$ cat config.mk
export PLATFORM = sky130hd
export DESIGN_NAME = console_arbiter
export DESIGN_NICKNAME = d
export VERILOG_FILES = /design/src/rtl/console_arbiter_pkg.sv /design/src/rtl/rr_pick.sv /design/src/rtl/console_arbiter.sv
export SDC_FILE = /design/constraint.sdc
export NUM_CORES = 1
export LEC_CHECK = 0
export CORE_AREA = 4 4 107 99
export CTS_BUF_LIST = sky130_fd_sc_hd__clkbuf_16
export DETAILED_ROUTE_END_ITERATION = 10
export DIE_AREA = 0 0 111 103
export GPL_TIMING_DRIVEN = 1
export HOLD_SLACK_MARGIN = 0.03
export SLEW_MARGIN = 20
export SYNTH_ARGS = -nofsm -noshare
export SYNTH_HDL_FRONTEND = slang
export SYNTH_SLANG_ARGS = --single-unit
$ cat constraint.sdc
create_clock -name clk -period 2.3 [get_ports clk]
set_input_delay 0.46 -clock clk [delete_from_list [all_inputs] [get_ports clk]]
set_output_delay 0.46 -clock clk [all_outputs]
set_load 0.02 [all_outputs]
$ cat src/rtl/console_arbiter_pkg.sv
// Shared types and constants for the four-way console arbiter.
package console_arbiter_pkg;

  localparam int unsigned num_req = 4;
  localparam int unsigned grant_w = 2;
  localparam int unsigned count_w = 16;

  typedef enum logic [1:0] {
    IDLE   = 2'd0,
    LOCKED = 2'd1,
    SEND   = 2'd2
  } state_t;

  // Zero-based requester index: 0 = in1 ... 3 = in4.
  typedef logic [grant_w-1:0] grant_t;

  // After reset the search starts just past in4, so in1 has first priority.
  localparam grant_t last_grant_rst = grant_t'(num_req - 1);

endpackage

$ cat src/rtl/rr_pick.sv
// Round-robin search: first active request after last_grant, wrapping.
module rr_pick
  import console_arbiter_pkg::*;
(
  input  logic [num_req-1:0] req,
  input  grant_t             last_grant,
  output grant_t             grant,
  output logic               valid
);

  grant_t idx;

  // Walk last_grant+1 .. last_grant+4 (mod 4) and take the first hit.
  always_comb begin
    grant = last_grant;
    valid = 1'b0;
    idx   = last_grant;
    for (int unsigned i = 1; i <= num_req; i++) begin
      idx = last_grant + grant_t'(i);
      if (!valid && req[idx]) begin
        grant = idx;
        valid = 1'b1;
      end
    end
  end

endmodule

$ cat src/rtl/console_arbiter.sv
// Four requesters share one console output; a grant is held until a
// terminator word or max_words words have been forwarded.
module console_arbiter
  import console_arbiter_pkg::*;
#(
  parameter int unsigned bits       = 16,
  parameter int unsigned terminator = 10,
  parameter int unsigned max_words  = 64
) (
  input  logic            clk,
  input  logic            rst,
  input  logic [bits-1:0] in1,
  input  logic [bits-1:0] in2,
  input  logic [bits-1:0] in3,
  input  logic [bits-1:0] in4,
  input  logic            in1_stb,
  input  logic            in2_stb,
  input  logic            in3_stb,
  input  logic            in4_stb,
  output logic            in1_ack,
  output logic            in2_ack,
  output logic            in3_ack,
  output logic            in4_ack,
  output logic [bits-1:0] out1,
  output logic            out1_stb,
  input  logic            out1_ack
);

  state_t              state, state_n;
  logic [num_req-1:0]  ack_q, ack_n, stb_v;
  logic [bits-1:0]     out_q, out_n, word_sel;
  logic                out_stb_q, out_stb_n;
  grant_t              grant_q, grant_n, last_q, last_n, pick;
  logic                pick_valid;
  logic [count_w-1:0]  count_q, count_n, count_inc;
  logic                release_grant;

  assign stb_v = {in4_stb, in3_stb, in2_stb, in1_stb};

  rr_pick u_rr_pick (
    .req        (stb_v),
    .last_grant (last_q),
    .grant      (pick),
    .valid      (pick_valid)
  );

  // Data word of the currently granted requester.
  always_comb begin
    case (grant_q)
      2'd0:    word_sel = in1;
      2'd1:    word_sel = in2;
      2'd2:    word_sel = in3;
      default: word_sel = in4;
    endcase
  end

  // The held word ends the grant if it is the terminator or fills the quota.
  assign count_inc     = count_q + count_w'(1);
  assign release_grant = (out_q == bits'(terminator)) ||
                         (count_inc == count_w'(max_words));

  // Next-state and next-output logic.
  always_comb begin
    state_n   = state;
    ack_n     = ack_q;
    out_n     = out_q;
    out_stb_n = out_stb_q;
    count_n   = count_q;
    grant_n   = grant_q;
    last_n    = last_q;
    case (state)
      IDLE: begin
        ack_n   = '0;
        count_n = '0;
        if (pick_valid) begin
          grant_n     = pick;
          ack_n[pick] = 1'b1;
          state_n     = LOCKED;
        end
      end
      LOCKED: begin
        if (stb_v[grant_q] && ack_q[grant_q]) begin
          out_n     = word_sel;
          out_stb_n = 1'b1;
          ack_n     = '0;
          state_n   = SEND;
        end
      end
      SEND: begin
        if (out1_ack) begin
          out_stb_n = 1'b0;
          if (release_grant) begin
            count_n = '0;
            last_n  = grant_q;
            state_n = IDLE;
          end else begin
            count_n        = count_inc;
            ack_n[grant_q] = 1'b1;
            state_n        = LOCKED;
          end
        end
      end
      default: begin
        ack_n     = '0;
        out_stb_n = 1'b0;
        state_n   = IDLE;
      end
    endcase
  end

  // State and output registers; reset discards any pending word.
  always_ff @(posedge clk or negedge rst) begin
    if (!rst) begin
      state     <= IDLE;
      ack_q     <= '0;
      out_q     <= '0;
      out_stb_q <= 1'b0;
      count_q   <= '0;
      grant_q   <= last_grant_rst;
      last_q    <= last_grant_rst;
    end else begin
      state     <= state_n;
      ack_q     <= ack_n;
      out_q     <= out_n;
      out_stb_q <= out_stb_n;
      count_q   <= count_n;
      grant_q   <= grant_n;
      last_q    <= last_n;
    end
  end

  assign in1_ack  = ack_q[0];
  assign in2_ack  = ack_q[1];
  assign in3_ack  = ack_q[2];
  assign in4_ack  = ack_q[3];
  assign out1     = out_q;
  assign out1_stb = out_stb_q;

endmodule

==> results of run 1 <==
## worst max path at each step
| stage | from | end | slack [ps] | cells after the start |
|---|---|---|---|---|
| floorplan | grant_q[0] | out1[0] | 120 | 4 |
| global placement | in2_stb | out1[13] | -5 | 8 |
| detailed placement | in2_stb | out1[11] | -50 | 8 |
| CTS | count_q[1] | count_q[10] | 60 | 8 |
| global route | count_q[0] | last_q[0] | 2 | 9 |
| finish | count_q[0] | last_q[0] | 110 | 9 |
## flip-flops by register name, summed over array words and instances, names as in the netlist
name	count
last_q	2
grant_q	2
out1	16
ack_q	4
state	2
count_q	16
out1_stb	1
## area by class of cell
type	instances	area [um^2]	share of cell area, %
clock inverters	3	38.8	0.920
flip-flops and latches	43	1080	25.7
repair buffers	125	1170	27.8
well taps	126	158	3.74
clock buffers	5	125	2.97
inverters	8	30.0	0.712
multi-input cells	206	1610	38.1
## metal layers
metal  wire length, um  vias up  GRT usage [%]  part of all wire, %
met1              4030     1264           19.5                   50
li1                  -     1275              -                    -
met4                19        0           1.99                 0.24
met5                 0        -              0                    0
met3               486        2           3.87                  6.0
met2              3530       96           23.5                   44
## where the power goes
| part | internal [mW] | leakage (nW) | switching, mW |
|---|---|---|---|
| Clock | 0.506 | 0.0812 | 0.274 |
| Sequential | 0.999 | 0.541 | 0.199 |
| Combinational | 1.08 | 1.01 | 0.888 |
| Total | 2.59 | 1.64 | 1.36 |
## layout by cell type (no fill, tap or decap), drive strengths merged, types with 3 or more instances in the layout
cell type      netlist  final
nand4                8      8
nand2b               4      4
dfrtp               39     39
nor2                17     17
mux2                16     16
a31oi                5      5
mux4                16     16
a21oi               15     15
nor4b                3      3
nor3                 6      6
o31ai               10     10
nor4                 7      7
clkdlybuf4s50        0     90
o21ai               16     16
nand2               28     28
nand3               12     12
dfstp                4      4
or3                  5      5
buf                  8     35
mux2i                3      3
and3                 3      3
xnor2                3      3
clkbuf              10      5
inv                  8      8
## cells by family after synthesis
kind of cell               Yosys count  share of synthesized area, %
and+or+nand+nor                    105                          20.6
AOI/OAI and AO/OA                   61                          14.2
DFF                                 43                          38.9
muxes                               35                          20.5
buffers and inverters               26                          4.05
xor gates and xnor gates             4                          1.26
adders and majority gates            1                         0.450
## worst max-delay path: cells and delay by family, from the launching register on
kind,cells,cell delay (ps)
buffers and inverters,3,540
flip-flops,1,390
AO/OA/AOI/OAI,2,470
AND/OR/NAND/NOR,4,720
## per-stage QoR
step / area [um^2] / util, % / total power, mW / std cells
detailed placement: 4030 / 42.5 / 3.20 / 508
finish: 4220 / 44.4 / 3.95 / 516
global placement: 4030 / 42.5 / 3.17 / 508
CTS: 4190 / 44.2 / 4.00 / 516
global route: 4220 / 44.4 / 4.19 / 516
floorplan: 2780 / - / 2.31 / 275
==> run metrics, run 1 <==
RSZ-0062 raised after global routing false; min cycle time layout 2190 ps; later-pin clock latency in the skew report 280 ps; row count 34; vias in the first global route 2,657; register area share after synthesis 38.9%; Critical-path top delay cell dfrtp_1; CP Launch Type register; Post-Syn Area per Cell 10.1 um^2; routed vias 2,637; post-route clock skew 3.28 ps; Synth top cells by count dfrtp_1, nand2_1, nor2_1, mux2_2, mux4_2; Ant. Diodes 0; count leader, synth dfrtp_1; all-layer global routing usage 14.3%; initial antenna violation count 0; type of the worst min-delay path input pin to asynchronous set/reset pin; Synth Flop Type dfrtp_1; fin. max-slew vios 0; Initial DRC Count 178; asr flop ratio synth 100%; DRC Markers 0; Max-slew headroom 61.2%; CTS sink cnt 43; Worst Path Arrival 2400 ps; Crit Path Category register to register; Detailed Routing Iterations Pass 1 4; IO buf count 91; Cells after Synth 275; die extent in y 103 um; Final nets 461; Initial Utilization 29.3%; Hold Vio Cnt, Final 0; Net Count, Synth 347; synth warn 0; layout cells sized above 1 22.8%; synthesis-stage register bit count 43; Register-to-Register Path Depth 9; Worst Path Max Fanout 8; Yosys top cell by area dfrtp_1; ratio of final minimum period to clock period 95.1%; die width 111 um; Worst path max stage delay 390 ps; largest net degree at the start of global routing 44; PD cells 937 nW/um^2; run status finished clean; Routed Antenna Nets 0; Final setup viols 0; Slew @ Worst Pin 582 ps; number of synthesized flops with an enable pin 0; synthesized area 2780 um^2; Critical Path RT 2520 ps; global-route wire length before repair 13,500 um; most frequent CP cell buf_4; setup ws final 113 ps; crit end category register; cts hold-fix bufs 0; HPWL after DPL 6190 um; flop2flop setup slack 110 ps; gpl congestion 0.868; Filler Cell Count 894; CTS buffer count 5; Area Overhead vs Synth 51.7%; total gr overflow 0; via density per instance 5.11; CTS tree done; MaxCap Viol Count 0; Min Hold Slack 252 ps; post-cts resize count 0; CTS Buffer Depth 2; post-CTS setup buffer count 0; RR Startpoint count_q[0]; die area 11,400 um^2; top cell type's share of synthesized area 35.1%; fmax 457 MHz; Pleak 1.64 nW; Clk pin slew, worst setup/hold paths 60 ps; Netlist cell types 47; reg2reg end last_q[0]; top cells by area, synth dfrtp_1, mux4_2, mux2_2; root buf cell clkbuf_16; CP Cell Sequence buf_4, nand3_1, buf_4, o31a_1, a21oi_2, nand4_4, buf_4, or3_1, nand3_1; DP Worst Slack -47.2 ps; io pins 92; final WL 8070 um; VDD IR max 0.363 mV; core area 9490 um^2; maximum level of the CTS H-tree 2; Routed wire per std cell 15.6 um; Setup TNS Final 0 ps
Note: power is estimated with default switching activity, not from simulation.
==> run 2, diff against run 1 <==
--- a/config.mk
+++ b/config.mk
@@ -7,6 +7,7 @@
 export LEC_CHECK = 0
 export CORE_AREA = 4 4 107 99
 export CTS_BUF_LIST = sky130_fd_sc_hd__clkbuf_16
+export CTS_CLUSTER_SIZE = 10
 export DETAILED_ROUTE_END_ITERATION = 10
 export DIE_AREA = 0 0 111 103
 export GPL_TIMING_DRIVEN = 1
==> results of run 2 <==
Same layout as run 1: the final DEF is identical, and so are final timing and power.
